--- config.mk ---
export PLATFORM = sky130hd
export DESIGN_NAME = cdc_xfer_arbiter
export DESIGN_NICKNAME = d
export VERILOG_FILES = /design/src/rtl/cdc_xfer_arbiter.sv
export SDC_FILE = /design/constraint.sdc
export NUM_CORES = 1
export LEC_CHECK = 0
export ABC_AREA = 1
export BUFFER_PORTS_ARGS = -buffer_cell sky130_fd_sc_hd__buf_2
export CAP_MARGIN = 20
export CORE_MARGIN = 10
export CORE_UTILIZATION = 50
export CTS_CLUSTER_DIAMETER = 30
export CTS_CLUSTER_SIZE = 25
export DETAILED_ROUTE_END_ITERATION = 16
export GPL_TIMING_DRIVEN = 0
export PLACE_DENSITY_LB_ADDON = 0.25
export SKIP_CTS_REPAIR_TIMING = 1
export SYNTH_ARGS = -nofsm -noshare
export SYNTH_HDL_FRONTEND = slang
export SYNTH_SLANG_ARGS = --single-unit
--- constraint.sdc ---
create_clock -name clk -period 1.5 [get_ports clk]
set_clock_uncertainty 0.1 [all_clocks]
set_input_delay 0.075 -clock clk [delete_from_list [all_inputs] [get_ports clk]]
set_output_delay 0.075 -clock clk [all_outputs]
set_load 0.005 [all_outputs]
--- src/rtl/cdc_xfer_arbiter.sv ---
// ----------------------------------------------------------------------------
// cdc_xfer_arbiter
//
// Round-robin arbiter that lets NREQ source-domain requesters share one
// handshake data synchroniser. A winner's payload is presented on sync_din
// with sync_dready held high for HOLD_CYC cycles. The arbiter then idles for
// GAP_CYC cycles so the synchroniser can see dready fall before the next
// transfer starts.
//
// Ports
//   clk          source-domain clock, rising edge
//   rstn         synchronous active-low reset
//   req          per-requester level request
//   req_data     payloads, requester i at [i*DWIDTH +: DWIDTH]
//   ack          one-cycle completion pulse for the served requester
//   sync_din     payload to synchroniser (registered)
//   sync_dready  data-ready strobe to synchroniser (registered)
//   busy         high while a transfer or its trailing gap is in progress
//   cur_id       index of the requester being or last served
//
// state | meaning
// ------+---------------------------------------------------------------
// IDLE  | waiting for any req; grants at the edge a req is seen
// HOLD  | sync_dready high, sync_din frozen, HOLD_CYC cycles
// GAP   | sync_dready low, ack pulsed in first cycle, GAP_CYC cycles
// ----------------------------------------------------------------------------
module cdc_xfer_arbiter #(
    parameter int NREQ     = 4,
    parameter int DWIDTH   = 8,
    parameter int HOLD_CYC = 4,
    parameter int GAP_CYC  = 3,
    localparam int IW      = (NREQ > 1) ? $clog2(NREQ) : 1
) (
    input  logic                     clk,
    input  logic                     rstn,
    input  logic [NREQ-1:0]          req,
    input  logic [NREQ*DWIDTH-1:0]   req_data,
    output logic [NREQ-1:0]          ack,
    output logic [DWIDTH-1:0]        sync_din,
    output logic                     sync_dready,
    output logic                     busy,
    output logic [IW-1:0]            cur_id
);

    localparam int CMAX = (HOLD_CYC > GAP_CYC) ? HOLD_CYC : GAP_CYC;
    localparam int CW   = (CMAX > 1) ? $clog2(CMAX) : 1;

    typedef enum logic [1:0] {
        ST_IDLE,
        ST_HOLD,
        ST_GAP
    } state_t;

    state_t              state;
    logic [CW-1:0]       cnt;
    logic [IW-1:0]       last_grant;

    logic                grant_valid;
    logic [IW-1:0]       grant_idx;
    logic [DWIDTH-1:0]   grant_data;

    // Round-robin pick: the lowest set req strictly above last_grant wins;
    // if none, wrap around and take the lowest set req overall.
    logic                found_hi;
    logic                found_lo;
    logic [IW-1:0]       pick_hi;
    logic [IW-1:0]       pick_lo;
    logic [DWIDTH-1:0]   data_hi;
    logic [DWIDTH-1:0]   data_lo;

    always_comb begin
        found_hi = 1'b0;
        found_lo = 1'b0;
        pick_hi  = '0;
        pick_lo  = '0;
        data_hi  = '0;
        data_lo  = '0;
        for (int j = 0; j < NREQ; j++) begin
            if (req[j] && !found_lo) begin
                found_lo = 1'b1;
                pick_lo  = IW'(j);
                data_lo  = req_data[j*DWIDTH +: DWIDTH];
            end
            if (req[j] && (IW'(j) > last_grant) && !found_hi) begin
                found_hi = 1'b1;
                pick_hi  = IW'(j);
                data_hi  = req_data[j*DWIDTH +: DWIDTH];
            end
        end
        grant_valid = found_lo;
        grant_idx   = found_hi ? pick_hi : pick_lo;
        grant_data  = found_hi ? data_hi : data_lo;
    end

    // The counter is loaded with (length-1) on entry to HOLD/GAP and the
    // phase ends on the edge where it reads zero, so each phase lasts exactly
    // its configured number of cycles. It never decrements below zero.
    always_ff @(posedge clk) begin
        if (!rstn) begin
            state       <= ST_IDLE;
            cnt         <= '0;
            last_grant  <= IW'(NREQ - 1);
            ack         <= '0;
            sync_din    <= '0;
            sync_dready <= 1'b0;
            busy        <= 1'b0;
            cur_id      <= '0;
        end else begin
            ack <= '0;
            case (state)
                ST_IDLE: begin
                    if (grant_valid) begin
                        state       <= ST_HOLD;
                        sync_dready <= 1'b1;
                        sync_din    <= grant_data;
                        cur_id      <= grant_idx;
                        last_grant  <= grant_idx;
                        cnt         <= CW'(HOLD_CYC - 1);
                        busy        <= 1'b1;
                    end
                end
                ST_HOLD: begin
                    if (cnt == '0) begin
                        state       <= ST_GAP;
                        sync_dready <= 1'b0;
                        for (int j = 0; j < NREQ; j++) begin
                            ack[j] <= (cur_id == IW'(j));
                        end
                        cnt         <= CW'(GAP_CYC - 1);
                    end else begin
                        cnt <= cnt - CW'(1);
                    end
                end
                ST_GAP: begin
                    if (cnt == '0) begin
                        state <= ST_IDLE;
                        busy  <= 1'b0;
                    end else begin
                        cnt <= cnt - CW'(1);
                    end
                end
                default: begin
                    state       <= ST_IDLE;
                    sync_dready <= 1'b0;
                    busy        <= 1'b0;
                    cnt         <= '0;
                end
            endcase
        end
    end

endmodule

==> impl_metrics.toml <==
[worst_setup_path]
worst-path-buf-inv = 2
critical_path_class = "flop to flop"
crit_family = "simple AND/OR/NAND/NOR gates"
arrival_ns = 1.59
path_cells = "nor2_4 > nand2_4 > inv_2 > buf_6 > nand3_1 > a21oi_1"
cp-start-kind = "flop"
cp_slowest_cell = "dfxtp_1"
cp_max_fo = 10
endpoint_kind = "flop"
cpPeakStageDelay_ns = 0.38
required_ns = 1.65

[global_route]
track_usage_pct = 14.5
antenna_found_initial = 0
grt_pass1_vias = 1768
grt_pass1_wl_um = 7510
grt_max_degree = 13
grt_overflow = 0

[clock_network]
numCtsBuffers = 3
clk-insertion-delay-late_ns = 0.31
ctsHtreeMaxLevel = 1
cts_tree = "yes"
clk_path_buf_depth = 2
cts_sinks = 22
root_buffer = "clkbuf_4"
cts.clk_slew.worst_paths_ns = 0.12

[routing]
met1_length_um = 1980
wl_met2_um = 2280
vias = 1913
wl_um = 4520
drtAntennaViolNets = 0
first_pass_iters = 4
wl_per_cell_um = 12.4
drcViolationCount = 0
drt_iter0_markers = 153
dr.max_layer_used = "met4"
vias_per_cell = 5.24
dr_wl_met3_um = 246

[yosys]
yosys_warnings = 0
synthTopCellsByArea = "dfxtp_1 28%, nand2_1 15%, nand3_1 12%"
synth_fp_nets = 303
yosys.cell_count.top_type = "nand2_1"
synth.avg_cell_area_um2 = 6.02
syn_area_um2 = 1580
synth-seq-cells = 22
synth_top_area_share_pct = 27.8
synth_top_area_cell = "dfxtp_1"
async_flop_share_pct = 0
synth-edff-count = 0
ys_seq_area_share_pct = 27.8
synthFlopType = "dfxtp_1"
synthCells = 263
synth_common_cells = "64 x nand2_1, 41 x nor2_1, 39 x nand3_1, 31 x inv_1, 22 x dfxtp_1"
synth_cell_types = 22

[sta]
min_period_ns = 1.43
finalCritPeriodShare_pct = 95.6
drv_slew = 0
worst-slew-pin-transition_ns = 0.334
finalHoldViolations = 0
slew_headroom_pct = 77.8
fmax_ghz = 0.697
fin_setup_tns_ns = 0
fin_hold_ws_ns = 0.0576
setup_viol = 0
rsz0062_at_grt = "true"

[layout]
nets = 362
syn2layout_area_growth_pct = 25.0
n_antenna_cell = 0
drive_above_1_share_pct = 25.5
final.fill_count = 320

[power]
p_per_area_nw_per_um2 = 931
peakVddDrop_v = 0.000732
power_w = 0.00184
leakagePower_nw = 1.12

[run]
cap_violations = 0

[floorplanning]
ios = 54
start_util_pct = 51.9
die_x_um = 76.3
dieArea_um2 = 5820
die_y_um = 76.3
num_rows = 20
coreArea_um2 = 3050

[placement]
place_congestion = 0.915
hpwl_um = 3580
port_buffers = 51

[hold_path]
hold_path.class = "input pin to flop"

[outcome]
status = "complete, no violations"
## cells in the final DEF (no fill, tap or decap)
cell type	instances
a21boi_0	1
a21oi_1	6
a21oi_2	2
buf_2	55
buf_4	3
buf_6	5
buf_8	1
clkbuf_1	1
clkbuf_4	3
clkbuf_8	1
clkinv_1	1
clkinvlp_4	1
dfxtp_1	21
dfxtp_2	1
ha_1	2
inv_1	30
inv_2	3
nand2_1	63
nand2_2	1
nand2_4	2
nand3_1	38
nand3_2	1
nand4_1	17
nor2_1	39
nor2_2	1
nor2_4	1
nor2_8	1
nor3_1	5
o211ai_1	1
o21ai_0	14
## worst min-delay path, delay by kind of cell
kind                   cells  cell delay (ns)
buffers and inverters      2             0.23
AOI/OAI and AO/OA          1             0.13
## registers in the layout (all words and copies together), names as in the netlist
register and flops:
cnt 2, state 2, last_grant 2, sync_dready 1
sync_din 8, cur_id 2, ack 4, busy 1
## per-stage QoR
| step | worst slack [ns] | cell area, um2 | util, % | std cells |
|---|---|---|---|---|
| after floorplan | 0.185 | 1580 | - | 263 |
| after global placement | -0.0368 | 1890 | 62.0 | 358 |
| after detailed placement | -0.0638 | 1890 | 62.0 | 358 |
| after CTS | -0.0951 | 1930 | 63.2 | 362 |
| after global routing | -0.0221 | 1980 | 64.8 | 365 |
| final | 0.0656 | 1980 | 64.8 | 365 |
## per-layer routing
metal,up-vias,global-route usage [%]
li1,967,-
met1,882,17.1
met2,62,25.9
met3,2,3.42
met4,0,3.16
met5,-,0
## power breakdown
| group | leakage, nW | total (W) | internal [W] | switching [W] |
|---|---|---|---|---|
| registers | 0.182 | 0.000748 | 0.000683 | 0.0000650 |
| clock network | 0.0210 | 0.000323 | 0.000148 | 0.000175 |
| logic | 0.917 | 0.000772 | 0.000311 | 0.000461 |
| total | 1.12 | 0.00184 | 0.00114 | 0.000701 |
## logic make-up (layout without fill, tap and decap cells)
| family | count (synthesis) | in the layout | synth area share, % |
|---|---|---|---|
| adders and majority gates | 2 | 2 | 1.58 |
| AOI/OAI and AO/OA | 24 | 24 | 8.37 |
| and+or+nand+nor | 169 | 169 | 48.2 |
| DFF | 22 | 22 | 27.8 |
| buffers and inverters | 46 | 104 | 14.1 |
## path summary, 6_finish.rpt
path                       to  depth (start not counted)  slack (ns)   startpoint
hold reg to reg   sync_dready                          2        0.39  sync_dready
hold / removal      cur_id[0]                          3        0.06         rstn
setup reg to reg    cur_id[1]                          6        0.07     state[1]
setup / recovery    cur_id[1]                          6        0.07     state[1]
## final cells by class
type	count	area (um2)	area share, %
timing repair buffer	54	278	14.0
inverter	35	135	6.83
sequential	22	442	22.3
buffer	11	95.1	4.80
clock buffer	4	36.3	1.83
tap	44	55.1	2.78
multi-input combinational	195	938	47.4
Note: power is estimated with default switching activity, not from simulation.
